## src/rtl/perf_event_monitor.sv

```systemverilog
// perf_event_monitor: bounded-window cycle/event counters with a frozen snapshot streamed as valid/ready words
module perf_event_monitor #(
  parameter int NUM_EVENTS = 4,
  parameter int CNT_WIDTH  = 32,
  parameter int PC_WIDTH   = 32,
  parameter int MAX_CYCLES = 64
) (
  input  logic                  clk_i,
  input  logic                  rst_i,
  input  logic                  start_i,
  input  logic                  clear_i,
  input  logic [NUM_EVENTS-1:0] event_i,
  input  logic [NUM_EVENTS-1:0] inhibit_i,
  input  logic [PC_WIDTH-1:0]   pc_i,
  input  logic                  snap_req_i,
  output logic                  out_valid_o,
  input  logic                  out_ready_i,
  output logic [CNT_WIDTH-1:0]  out_data_o,
  output logic [3:0]            out_idx_o,
  output logic                  busy_o,
  output logic                  done_o
);
  localparam int NW = NUM_EVENTS + 2;
  localparam logic [CNT_WIDTH-1:0] CMAX = '1;
  typedef enum logic [1:0] {IDLE, RUN, DONE} state_t;
  state_t state;
  logic [CNT_WIDTH-1:0] cycle_cnt, cyc_nxt;
  logic [CNT_WIDTH-1:0] evt_cnt [NUM_EVENTS];
  logic [CNT_WIDTH-1:0] shadow [NW];
  logic [3:0] idx;
  logic busy, hit_max;
  assign cyc_nxt = (cycle_cnt == CMAX) ? cycle_cnt : cycle_cnt + 1'b1;
  assign hit_max = (MAX_CYCLES != 0) && (cyc_nxt == CNT_WIDTH'(MAX_CYCLES));
  always_ff @(posedge clk_i) begin
    if (!rst_i || clear_i) begin
      state     <= IDLE;
      cycle_cnt <= '0;
      for (int k = 0; k < NUM_EVENTS; k++) evt_cnt[k] <= '0;
    end else if (state == IDLE && start_i) begin
      state <= RUN;
    end else if (state == RUN && start_i) begin
      cycle_cnt <= cyc_nxt;
      for (int k = 0; k < NUM_EVENTS; k++)
        if (event_i[k] && !inhibit_i[k] && evt_cnt[k] != CMAX) evt_cnt[k] <= evt_cnt[k] + 1'b1;
      if (hit_max) state <= DONE;
    end
  end
  // Capture uses pre-edge counters, so a same-cycle clear still streams the old values
  always_ff @(posedge clk_i) begin
    if (!rst_i) begin
      busy <= 1'b0;
      idx  <= '0;
      for (int k = 0; k < NW; k++) shadow[k] <= '0;
    end else if (!busy && snap_req_i) begin
      busy      <= 1'b1;
      idx       <= '0;
      shadow[0] <= cycle_cnt;
      shadow[1] <= CNT_WIDTH'(pc_i);
      for (int k = 0; k < NUM_EVENTS; k++) shadow[k+2] <= evt_cnt[k];
    end else if (busy && out_ready_i) begin
      busy <= idx != 4'(NW - 1);
      idx  <= (idx == 4'(NW - 1)) ? '0 : idx + 4'd1;
    end
  end
  assign out_valid_o = busy;
  assign busy_o      = busy;
  assign out_idx_o   = idx;
  assign out_data_o  = shadow[idx];
  assign done_o      = state == DONE;
endmodule

```

## config.mk

```make
export PLATFORM = sky130hd
export DESIGN_NAME = perf_event_monitor
export DESIGN_NICKNAME = d
export VERILOG_FILES = /design/src/rtl/perf_event_monitor.sv
export SDC_FILE = /design/constraint.sdc
export NUM_CORES = 1
export LEC_CHECK = 0
export ABC_AREA = 1
export BUFFER_PORTS_ARGS = -buffer_cell sky130_fd_sc_hd__buf_4
export CORE_UTILIZATION = 55
export DETAILED_ROUTE_END_ITERATION = 10
export GPL_TIMING_DRIVEN = 0
export PLACE_DENSITY = 0.73
export SLEW_MARGIN = 20
export SYNTH_ARGS = -nofsm -noshare
export SYNTH_HDL_FRONTEND = slang
export SYNTH_SLANG_ARGS = --single-unit
```

## constraint.sdc

```tcl
create_clock -name clk_i -period 7.64 [get_ports clk_i]
set_input_delay 1.528 -clock clk_i [delete_from_list [all_inputs] [get_ports clk_i]]
set_output_delay 1.528 -clock clk_i [all_outputs]
set_load 0.03 [all_outputs]
```

==> qor.tcl <==
set qor(cts_setup_buffers) 0
set qor(cts_buffer_depth) 3
set qor(worstHoldPathCells) 2
set qor(ff2ff_path_depth) 12
set qor(slew_headroom) 0.315
set qor(dieArea_mm2) 0.0344
set qor(num_io_pins) 85
set qor(reg_power_frac) 0.516
set qor(cells_taking_the_most_area_after_synthesis) {sky130_fd_sc_hd__edfxtp_1 (52%), sky130_fd_sc_hd__nor2_1 (9.2%), sky130_fd_sc_hd__nand2_1 (7.4%)}
set qor(final.setup_skew_ns) 0.0250
set qor(pre_cts_slack_ns) 3.18
set qor(cts.repair.resized) 0
set qor(netlist-cell-type-count) 41
set qor(worst_ep_required_time_ns) 6.11
set qor(final_clock_period_utilization_by_the_worst_path) 0.620
set qor(end_kind) {output port}
set qor(top_layer) {met4}
set qor(grt_remaining_overflow) 0
set qor(number_of_setup_violations_in_the_final_report) 0
set qor(antenna_found_initial) 0
set qor(grt_pass1_vias) 14500
set qor(switching_power_uw) 1100
set qor(post_route_cells_drive_above_1_share) 0.0809
set qor(layout_setup_ws_ns) 2.91
set qor(min_period_ns) 4.73
set qor(seq_area_frac_synth) 0.565
set qor(grt_usage) 0.303
set qor(yosysMostFrequentCell) {sky130_fd_sc_hd__nor2_1}
set qor(dr.pass1.iters) 8
set qor(synth.avg_cell_area_um2) 8.73
set qor(crit_path_cell_trace) {clkbuf_1, clkinv_1, clkbuf_1, clkbuf_1, nand2_1, a32o_1, o22ai_1, buf_4}
set qor(cp-start-kind) {flop}
set qor(path_max_fanout) 10
set qor(ctsHtreeMaxLevel) 2
set qor(clock_insertion_delay_worst_skew_ns) 0.55
set qor(port-buffer-count) 84
set qor(cell_class_contributing_the_biggest_share_of_worst_path_delay) {buffers and inverters}
set qor(cts_sinks) 362
set qor(pwr-share-clk) 0.409
set qor(layout.core_utilization) 0.639
set qor(place.detailed.hpwl_um) 37400
set qor(hp-class) {reg -> reg}
set qor(clock-root-buffer) {sky130_fd_sc_hd__clkbuf_16}
set qor(worst_hold_path.endpoint) {out_idx_o[3]$_SDFFE_PP0P_}
set qor(worst-slew-pin-transition_ns) 1.02
set qor(placer_s_final_routability_congestion_estimate) 0.977
set qor(routed-wl-met3_um) 4540
set qor(maximum_number_of_pins_on_one_net_before_global_route_repair) 119
set qor(drc_errors) 0
set qor(maxCapViolCount) 0
set qor(avgViaCountPerCell) 5.55
set qor(run_status) {finished, final reports clean}
set qor(synthesis.yosys.warnings) 0
set qor(core.rowCount) 66
set qor(crit_path_frequent_cell) {sky130_fd_sc_hd__clkbuf_1}
set qor(postSynthNetCount) 2170
set qor(routed_wl_um) 50700
set qor(area_growth_syn_to_layout_pct) 13.2
set qor(synthFlopType) {sky130_fd_sc_hd__edfxtp_1}
set qor(final_total_negative_setup_slack_ns) 0
set qor(core_area_mm2) 0.0328
set qor(max_incr_delay_on_cp_ns) 0.64
set qor(min-delay-start) {out_idx_o[3]$_SDFFE_PP0P_}
set qor(p_leak_uw) 0.00807
set qor(floorplan.die.width_um) 185
set qor(starting_density_of_the_core) 0.565
set qor(power_report.internal_total_uw) 3410
set qor(post_cts_hold_buffer_count) 0
set qor(detail-route-antenna-nets) 0
set qor(max_freq_mhz) 211
set qor(crit_slowest_cell) {sky130_fd_sc_hd__clkbuf_1}
set qor(synth_top_area_share) 0.519
set qor(ffs_latches_synth) 362
set qor(tritoncts.num_buffers) 41
set qor(synthCells) 2119
set qor(drt_iter0_drc) 1852
set qor(arrival_ns) 3.21
set qor(m1WireLength_um) 21400
set qor(finalMaxSlewViolations) 0
set qor(cts_tree) {yes}
set qor(cp.buffers_inverters) 5
set qor(die_h_um) 185
set qor(avgRoutedWirePerCell_um) 18.7
set qor(syn_area_mm2) 0.0185
set qor(insertedDiodeCount) 0
set qor(worst-r2r-setup-slack_ns) 4.46
set qor(rsz0062_at_grt) {false}
set qor(number_of_vias_after_detailed_routing) 15100
set qor(crit-reg2reg-capture) {evt_cnt[2][8]$_SDFFCE_PN0P_}
set qor(report.final.hold_viol_count) 0
set qor(final_net_count) 2298
set qor(async_reset_ff_frac) 0
set qor(synth_edf_count) 320
set qor(power_per_cell_area_mw_per_mm2) 215
set qor(worst_reg2reg_startpoint) {evt_cnt[2][0]$_SDFFCE_PN0P_}
set qor(power.combinational.fraction) 0.075
set qor(worst-setup-path-type) {reg -> out}
set qor(routed-wl-met2_um) 22600
set qor(grt_first_pass_wirelength_um) 77900
set qor(clk_pin_slew_worst_paths_ns) 0.06
set qor(power.ir.vdd_worst_mv) 0.192
set qor(synth_cell_count_leaders) {sky130_fd_sc_hd__nor2_1 (455), sky130_fd_sc_hd__nand2_1 (364), sky130_fd_sc_hd__inv_1 (325)}
set qor(netlist.top_cell.by_area) {sky130_fd_sc_hd__edfxtp_1}
set qor(power.share.switching) 0.243
==> tightest hold or removal path, stage by stage, from the launching register on <==
cell	delay (ns)
sky130_fd_sc_hd__dfxtp_1	0.32
sky130_fd_sc_hd__o21ai_0	0.07
sky130_fd_sc_hd__a21oi_1	0.06
==> state kept, by name, indices dropped and copies added, names as in the netlist, named ones only <==
signal	count
busy_o	1
cycle_cnt	32
evt_cnt	128
out_idx_o	4
shadow	192
state	2
==> area by class of cell <==
class	count	area (um^2)
flip-flops and latches	362	10500
plain buffers	82	370
well taps	442	553
repair buffers	85	658
multi-input cells	1346	6460
fillers	2817	11800
inverters	329	1240
clock inverters	18	123
clock buffers	52	1100
==> stage by stage <==
stage	cell area, um^2	hold slack, ns	cells	power, uW
after floorplan	18500	0.466	2119	2550
final	21000	0.498	2716	4500
after detailed placement	19700	0.490	2646	2690
after global routing	21000	0.517	2716	4630
after global placement	19700	0.473	2645	2700
after CTS	21000	0.499	2716	4510
==> how the worst max path moves through the flow <==
stage	to	slack, ns	cells after the start	startpoint
3_5_place_dp	evt_cnt[0][0]$_SDFFCE_PN0P_	3.18	5	rst_i
4_1_cts	out_data_o[21]	2.97	8	flop
2_1_floorplan	shadow[0][0]$_SDFFCE_PN0P_	1.68	3	rst_i
5_1_grt	out_data_o[21]	2.84	8	flop
3_3_place_gp	flop	0.11	5	rst_i
6_report	out_data_o[18]	2.91	8	flop
==> cells by family after synthesis <==
| family | count (synthesis) | synth area share |
|---|---|---|
| and+or+nand+nor | 1051 | 0.238 |
| buffers and inverters | 411 | 0.0867 |
| adders and majority gates | 5 | 0.00338 |
| xor gates and xnor gates | 69 | 0.0327 |
| AOI/OAI and AO/OA | 221 | 0.0748 |
| DFF | 362 | 0.565 |
==> power by group through the flow <==
stage          Sequential (uW)  Combinational [uW]  Clock (uW)
6_report                  2330                 338        1840
5_1_grt                   2330                 364        1930
4_1_cts                   2320                 335        1850
3_5_place_dp              2360                 333           0
3_3_place_gp              2380                 325           0
2_1_floorplan             2350                 199           0
==> layer usage <==
layer,track usage,vias up
met1,0.414,7044
met2,0.469,685
met4,0.139,0
li1,-,7224
met5,0,-
met3,0.0574,112
==> cell usage in the layout (no fill, tap or decap), types with 3 or more instances in the layout <==
master / instances
sky130_fd_sc_hd__a211oi_1: 6
sky130_fd_sc_hd__a21oi_1: 71
sky130_fd_sc_hd__a31oi_1: 7
sky130_fd_sc_hd__a32o_1: 32
sky130_fd_sc_hd__and3_1: 3
sky130_fd_sc_hd__buf_1: 5
sky130_fd_sc_hd__buf_2: 5
sky130_fd_sc_hd__buf_4: 89
sky130_fd_sc_hd__buf_6: 5
sky130_fd_sc_hd__clkbuf_1: 71
sky130_fd_sc_hd__clkbuf_16: 42
sky130_fd_sc_hd__clkinv_1: 10
sky130_fd_sc_hd__clkinv_2: 6
sky130_fd_sc_hd__dfxtp_1: 42
sky130_fd_sc_hd__edfxtp_1: 320
sky130_fd_sc_hd__ha_1: 5
sky130_fd_sc_hd__inv_1: 324
sky130_fd_sc_hd__nand2_1: 360
sky130_fd_sc_hd__nand2_2: 7
sky130_fd_sc_hd__nand3_1: 91
sky130_fd_sc_hd__nand3_2: 3
sky130_fd_sc_hd__nand4_1: 30
sky130_fd_sc_hd__nor2_1: 455
sky130_fd_sc_hd__nor2_2: 8
sky130_fd_sc_hd__nor3_1: 61
sky130_fd_sc_hd__nor3_2: 3
sky130_fd_sc_hd__nor3b_1: 17
sky130_fd_sc_hd__nor4_1: 6
sky130_fd_sc_hd__o211ai_1: 17
sky130_fd_sc_hd__o21ai_0: 51
sky130_fd_sc_hd__o22ai_1: 32
sky130_fd_sc_hd__xor2_1: 68
Power figures use the tool's default switching activity.
